[src/rtl/mem_loader.sv]
// Boot-time memory loader: parses a stream of header/payload words, writes
// payloads into instruction or data memory, and releases the core from reset
// on a run command. Writes are registered and appear the cycle after acceptance.
module mem_loader #(
    parameter int unsigned ADDR_W = 9
) (
    input  logic              clk,
    input  logic              rst,
    input  logic              in_valid,
    input  logic [31:0]       in_data,
    output logic              in_ready,
    output logic              im_we,
    output logic [ADDR_W-1:0] im_addr,
    output logic [31:0]       im_data,
    output logic              dm_we,
    output logic [ADDR_W-1:0] dm_addr,
    output logic [31:0]       dm_data,
    output logic              cpu_rst,
    output logic              err,
    output logic [31:0]       checksum
);

    typedef enum logic [1:0] {StHdr, StLoad, StRun} state_e;

    localparam logic [ADDR_W-1:0] AddrOne = 1;

    state_e              state_q, state_d;
    logic                tgt_q, tgt_d;      // 0: instruction memory, 1: data memory
    logic [ADDR_W-1:0]   addr_q, addr_d;
    logic [8:0]          rem_q, rem_d;      // payload words left minus one
    logic                im_we_q, im_we_d;
    logic [ADDR_W-1:0]   im_addr_q, im_addr_d;
    logic [31:0]         im_data_q, im_data_d;
    logic                dm_we_q, dm_we_d;
    logic [ADDR_W-1:0]   dm_addr_q, dm_addr_d;
    logic [31:0]         dm_data_q, dm_data_d;
    logic                cpu_rst_q, cpu_rst_d;
    logic                err_q, err_d;
    logic [31:0]         checksum_q, checksum_d;
    logic                accept;

    // Ready only while parsing headers or payload; reset wins over any handshake.
    assign in_ready = !rst && ((state_q == StHdr) || (state_q == StLoad));
    assign accept   = in_valid && in_ready;

    // Next-state: header decode, payload write scheduling and checksum.
    always_comb begin
        state_d    = state_q;
        tgt_d      = tgt_q;
        addr_d     = addr_q;
        rem_d      = rem_q;
        im_we_d    = 1'b0;
        im_addr_d  = im_addr_q;
        im_data_d  = im_data_q;
        dm_we_d    = 1'b0;
        dm_addr_d  = dm_addr_q;
        dm_data_d  = dm_data_q;
        cpu_rst_d  = cpu_rst_q;
        err_d      = err_q;
        checksum_d = checksum_q;

        unique case (state_q)
            StHdr: begin
                if (accept) begin
                    unique case (in_data[31:30])
                        2'b00, 2'b01: begin
                            tgt_d   = in_data[30];
                            addr_d  = in_data[9 +: ADDR_W];
                            rem_d   = in_data[8:0];
                            state_d = StLoad;
                        end
                        2'b10: begin
                            cpu_rst_d = 1'b0;
                            state_d   = StRun;
                        end
                        default: begin
                            err_d = 1'b1;
                        end
                    endcase
                end
            end
            StLoad: begin
                if (accept) begin
                    checksum_d = checksum_q ^ in_data;
                    if (tgt_q) begin
                        dm_we_d   = 1'b1;
                        dm_addr_d = addr_q;
                        dm_data_d = in_data;
                    end else begin
                        im_we_d   = 1'b1;
                        im_addr_d = addr_q;
                        im_data_d = in_data;
                    end
                    // Natural overflow gives the modulo-depth wrap.
                    addr_d = addr_q + AddrOne;
                    if (rem_q == 9'd0) begin
                        state_d = StHdr;
                    end else begin
                        rem_d = rem_q - 9'd1;
                    end
                end
            end
            StRun: begin
                // Terminal until reset.
            end
            default: begin
                state_d = StHdr;
            end
        endcase
    end

    // State and registered outputs with synchronous reset.
    always_ff @(posedge clk) begin
        if (rst) begin
            state_q    <= StHdr;
            tgt_q      <= 1'b0;
            addr_q     <= '0;
            rem_q      <= '0;
            im_we_q    <= 1'b0;
            im_addr_q  <= '0;
            im_data_q  <= '0;
            dm_we_q    <= 1'b0;
            dm_addr_q  <= '0;
            dm_data_q  <= '0;
            cpu_rst_q  <= 1'b1;
            err_q      <= 1'b0;
            checksum_q <= '0;
        end else begin
            state_q    <= state_d;
            tgt_q      <= tgt_d;
            addr_q     <= addr_d;
            rem_q      <= rem_d;
            im_we_q    <= im_we_d;
            im_addr_q  <= im_addr_d;
            im_data_q  <= im_data_d;
            dm_we_q    <= dm_we_d;
            dm_addr_q  <= dm_addr_d;
            dm_data_q  <= dm_data_d;
            cpu_rst_q  <= cpu_rst_d;
            err_q      <= err_d;
            checksum_q <= checksum_d;
        end
    end

    assign im_we    = im_we_q;
    assign im_addr  = im_addr_q;
    assign im_data  = im_data_q;
    assign dm_we    = dm_we_q;
    assign dm_addr  = dm_addr_q;
    assign dm_data  = dm_data_q;
    assign cpu_rst  = cpu_rst_q;
    assign err      = err_q;
    assign checksum = checksum_q;

endmodule
[config.mk]
export PLATFORM = sky130hd
export DESIGN_NAME = mem_loader
export DESIGN_NICKNAME = d
export VERILOG_FILES = /design/src/rtl/mem_loader.sv
export SDC_FILE = /design/constraint.sdc
export NUM_CORES = 1
export LEC_CHECK = 0
export ABC_AREA = 1
export CORE_MARGIN = 5
export CORE_UTILIZATION = 45
export CTS_BUF_LIST = sky130_fd_sc_hd__clkbuf_4 sky130_fd_sc_hd__clkbuf_8
export DETAILED_ROUTE_END_ITERATION = 8
export GPL_TIMING_DRIVEN = 0
export PLACE_DENSITY = 0.79
export REMOVE_ABC_BUFFERS = 1
export SLEW_MARGIN = 20
export SYNTH_ARGS = -nofsm -noshare
export SYNTH_HDL_FRONTEND = slang
export SYNTH_SLANG_ARGS = --single-unit
[constraint.sdc]
create_clock -name clk -period 1.41 [get_ports clk]
set_input_delay 0.2115 -clock clk [delete_from_list [all_inputs] [get_ports clk]]
set_output_delay 0.2115 -clock clk [all_outputs]
set_load 0.005 [all_outputs]
==> impl_metrics.tcl <==
set metrics [dict create \
    run_status "finished with violations" \
    violations "negative setup slack" \
    cts_buffer_depth 2 \
    power_density_nw_per_um2 891 \
    crit_type "reg -> reg" \
    p_leak_nw 4.14 \
    antenna_found_initial 0 \
    grt-ovfl-total 0 \
    finalHoldViolCount 0 \
    async_reset_ff_share_pct 0 \
    clock-sinks 139 \
    placement.io_buffers 153 \
    yosysWarnings 0 \
    clkLatencyLatePin_ns 0.46 \
    period_minus_slack_ns 1.54 \
    num_antenna_cells 0 \
    gp_congestion 0.861 \
    yosys.area.top_type "dfxtp_1" \
    finClkSkew_ns 0.0164 \
    ant_nets 0 \
    root_buffer "clkbuf_8" \
    synthTopCellsByArea "dfxtp_1, nand2_1, a21oi_1" \
    synth_edf_count 0 \
    wl_per_cell_um 19.9 \
    fp.coreArea_um2 12100 \
    grt_pass1_vias 5778 \
    setup_violations 121 \
    placed_area_um2 7080 \
    yosysTopAreaCellShare_pct 49.6 \
    tritoncts "done" \
    cts_buffers 17 \
    tightest_slew_ns 1.08 \
    clk_transition_reported_paths_ns 0.09 \
    max_freq_ghz 0.648 \
    avgSynthCellArea_um2 7.85 \
    die_area_um2 14800 \
    start_kind "flip-flop" \
    hpwl_um 9150 \
    crit_path_end_kind "flip-flop" \
    area_growth_syn_to_layout_pct 68.4 \
    holdWs_ns 0.133 \
    synth-seq-cells 139 \
    std_cell_rows 40 \
    synth-seq-area-share_pct 49.6 \
    grt_setup_unrepaired "yes" \
    final_core_util_pct 78.0 \
    crit_fanout 6 \
    drt_iter0_drc 453 \
    start_util_pct 46.3 \
    final_area_um2 9440 \
    grt_first_pass_wirelength_um 32700 \
    finalPower_mw 8.41 \
    ys_types 32 \
    hold_path.class "in -> reg" \
    final_cells 1119 \
    hold_buffers 0 \
    grt_max_degree 72 \
    syn-instance-count 714 \
    drv_cap 0 \
    netlist_area_um2 5610 \
    required_ns 1.79 \
    vias_per_cell 5.48 \
    grt.total_usage_pct 29.1 \
    slew_headroom_pct 27.6 \
    layout.nets 976 \
    cts_htree_levels 4 \
    slew_viol_final 0 \
    dr_total_vias 6132 \
    drcViolationCount 0 \
    placed_cells_incl_taps 995 \
    drt-total-wl_um 22300 \
    die_w_um 122 \
    setup_ws_ns -0.134 \
    fp.dieH_um 122 \
    synthMostInstantiatedCell "nand2_1" \
    period_share_pct 109 \
    first_pass_iters 5 \
    synthTopCellsByCount "nand2_1, dfxtp_1, a21oi_1, nor2_1, o21ai_0" \
    drive_gt1_share_pct 38.9 \
    boundaryPins 154 \
    synth_flop_cell "dfxtp_1" \
    arrival_ns 1.92 \
    max-vdd-ir-drop_v 0.000832 \
]
[state kept, by name (all words and copies together), names as in the netlist, 2 cells and up]
register,count
im_addr,9
im_data,32
state_q,2
rem_q,9
dm_data,32
addr_q,9
dm_addr,9
checksum,32
[critical path, stage by stage (launching register included)]
cell,delay [ns]
dfxtp_4,0.36
nor2_4,0.13
nand2_4,0.12
nor2_8,0.16
buf_6,0.16
nand2_8,0.17
inv_12,0.16
nand2_2,0.05
a21oi_1,0.13
[final cells by class]
type | count | area [um2]
Clock inverter | 7 | 87.6
Multi-Input combinational cell | 518 | 3470
Timing Repair Buffer | 216 | 2110
Fill cell | 885 | 2670
Inverter | 33 | 193
Clock buffer | 24 | 318
Tap cell | 168 | 210
Sequential cell | 139 | 2840
Timing Repair inverter | 14 | 218
[power breakdown]
group	total [mW]	leakage (nW)	switching, mW	internal [mW]
combinational	1.02	2.78	0.599	0.416
sequential	4.04	1.14	0.0609	3.98
clock	3.36	0.211	1.53	1.83
total	8.41	4.14	2.19	6.22
[metrics by stage]
step	setup TNS [ns]	setup WS, ns
floorplan	-40.89	-0.517
global placement	-617.52	-4.72
detailed placement	-148.30	-1.57
CTS	-3.52	-0.107
global route	-14.47	-0.203
finish	-8.46	-0.134
[worst paths after layout]
kind                             start                         to  slack, ns  cells after the start
min                                rst   dm_data[15]$_SDFFE_PP0P_       0.13                      2
max reg2reg    state_q[1]$_SDFFE_PP0P_   dm_data[16]$_SDFFE_PP0P_      -0.13                      8
max            state_q[1]$_SDFFE_PP0P_   dm_data[16]$_SDFFE_PP0P_      -0.13                      8
min reg2reg  checksum[30]$_SDFFE_PP0P_  checksum[30]$_SDFFE_PP0P_       0.44                      1
[cell usage in the layout, fill, tap and decap left out, types with 3 or more instances in the layout]
master,instances
dlygate4sd2_1,118
dfxtp_1,103
nand2_1,100
a21oi_1,86
nand2_2,65
a21oi_2,47
clkdlybuf4s50_1,33
dfxtp_2,32
buf_4,31
nand2_4,29
nor2_1,27
and3_1,27
inv_1,22
clkbuf_8,22
buf_6,19
nor3_1,18
nand2_8,17
nand3_1,15
nor2_4,13
o21ai_0,13
o21ai_2,12
o21ai_1,12
nor3_2,10
buf_12,10
inv_12,6
inv_8,5
nor2_2,5
or2_2,5
inv_16,4
dfxtp_4,4
clkinv_2,4
a31oi_1,3
clkinv_8,3
buf_8,3
[logic make-up (layout without fill, tap and decap cells)]
family / Yosys count / after routing / share of synthesized area, %
and+or+nand+nor: 322 / 339 / 26.3
AOI/OAI and AO/OA: 177 / 177 / 16.0
DFF: 139 / 139 / 49.6
buffers and inverters: 74 / 294 / 7.56
adders and majority gates: 2 / 2 / 0.446
[timing repair]
item	4_1_cts	5_1_grt
gates resized for setup	368	118
setup buffers	49	14
endpoints found under the setup margin	254	134
gates cloned	31	0
pin swaps	47	64
[layer usage]
layer | vias to the layer above | GRT usage, % | wire length [um] | share of wire, %
met5 | - | 0 | 0 | 0
met4 | 0 | 10.8 | 856 | 3.8
met3 | 65 | 7.85 | 1770 | 7.9
met2 | 294 | 49.3 | 10900 | 49
met1 | 2915 | 35.3 | 8710 | 39
li1 | 2858 | - | - | -
No activity file was read; power rests on OpenSTA's default activity.
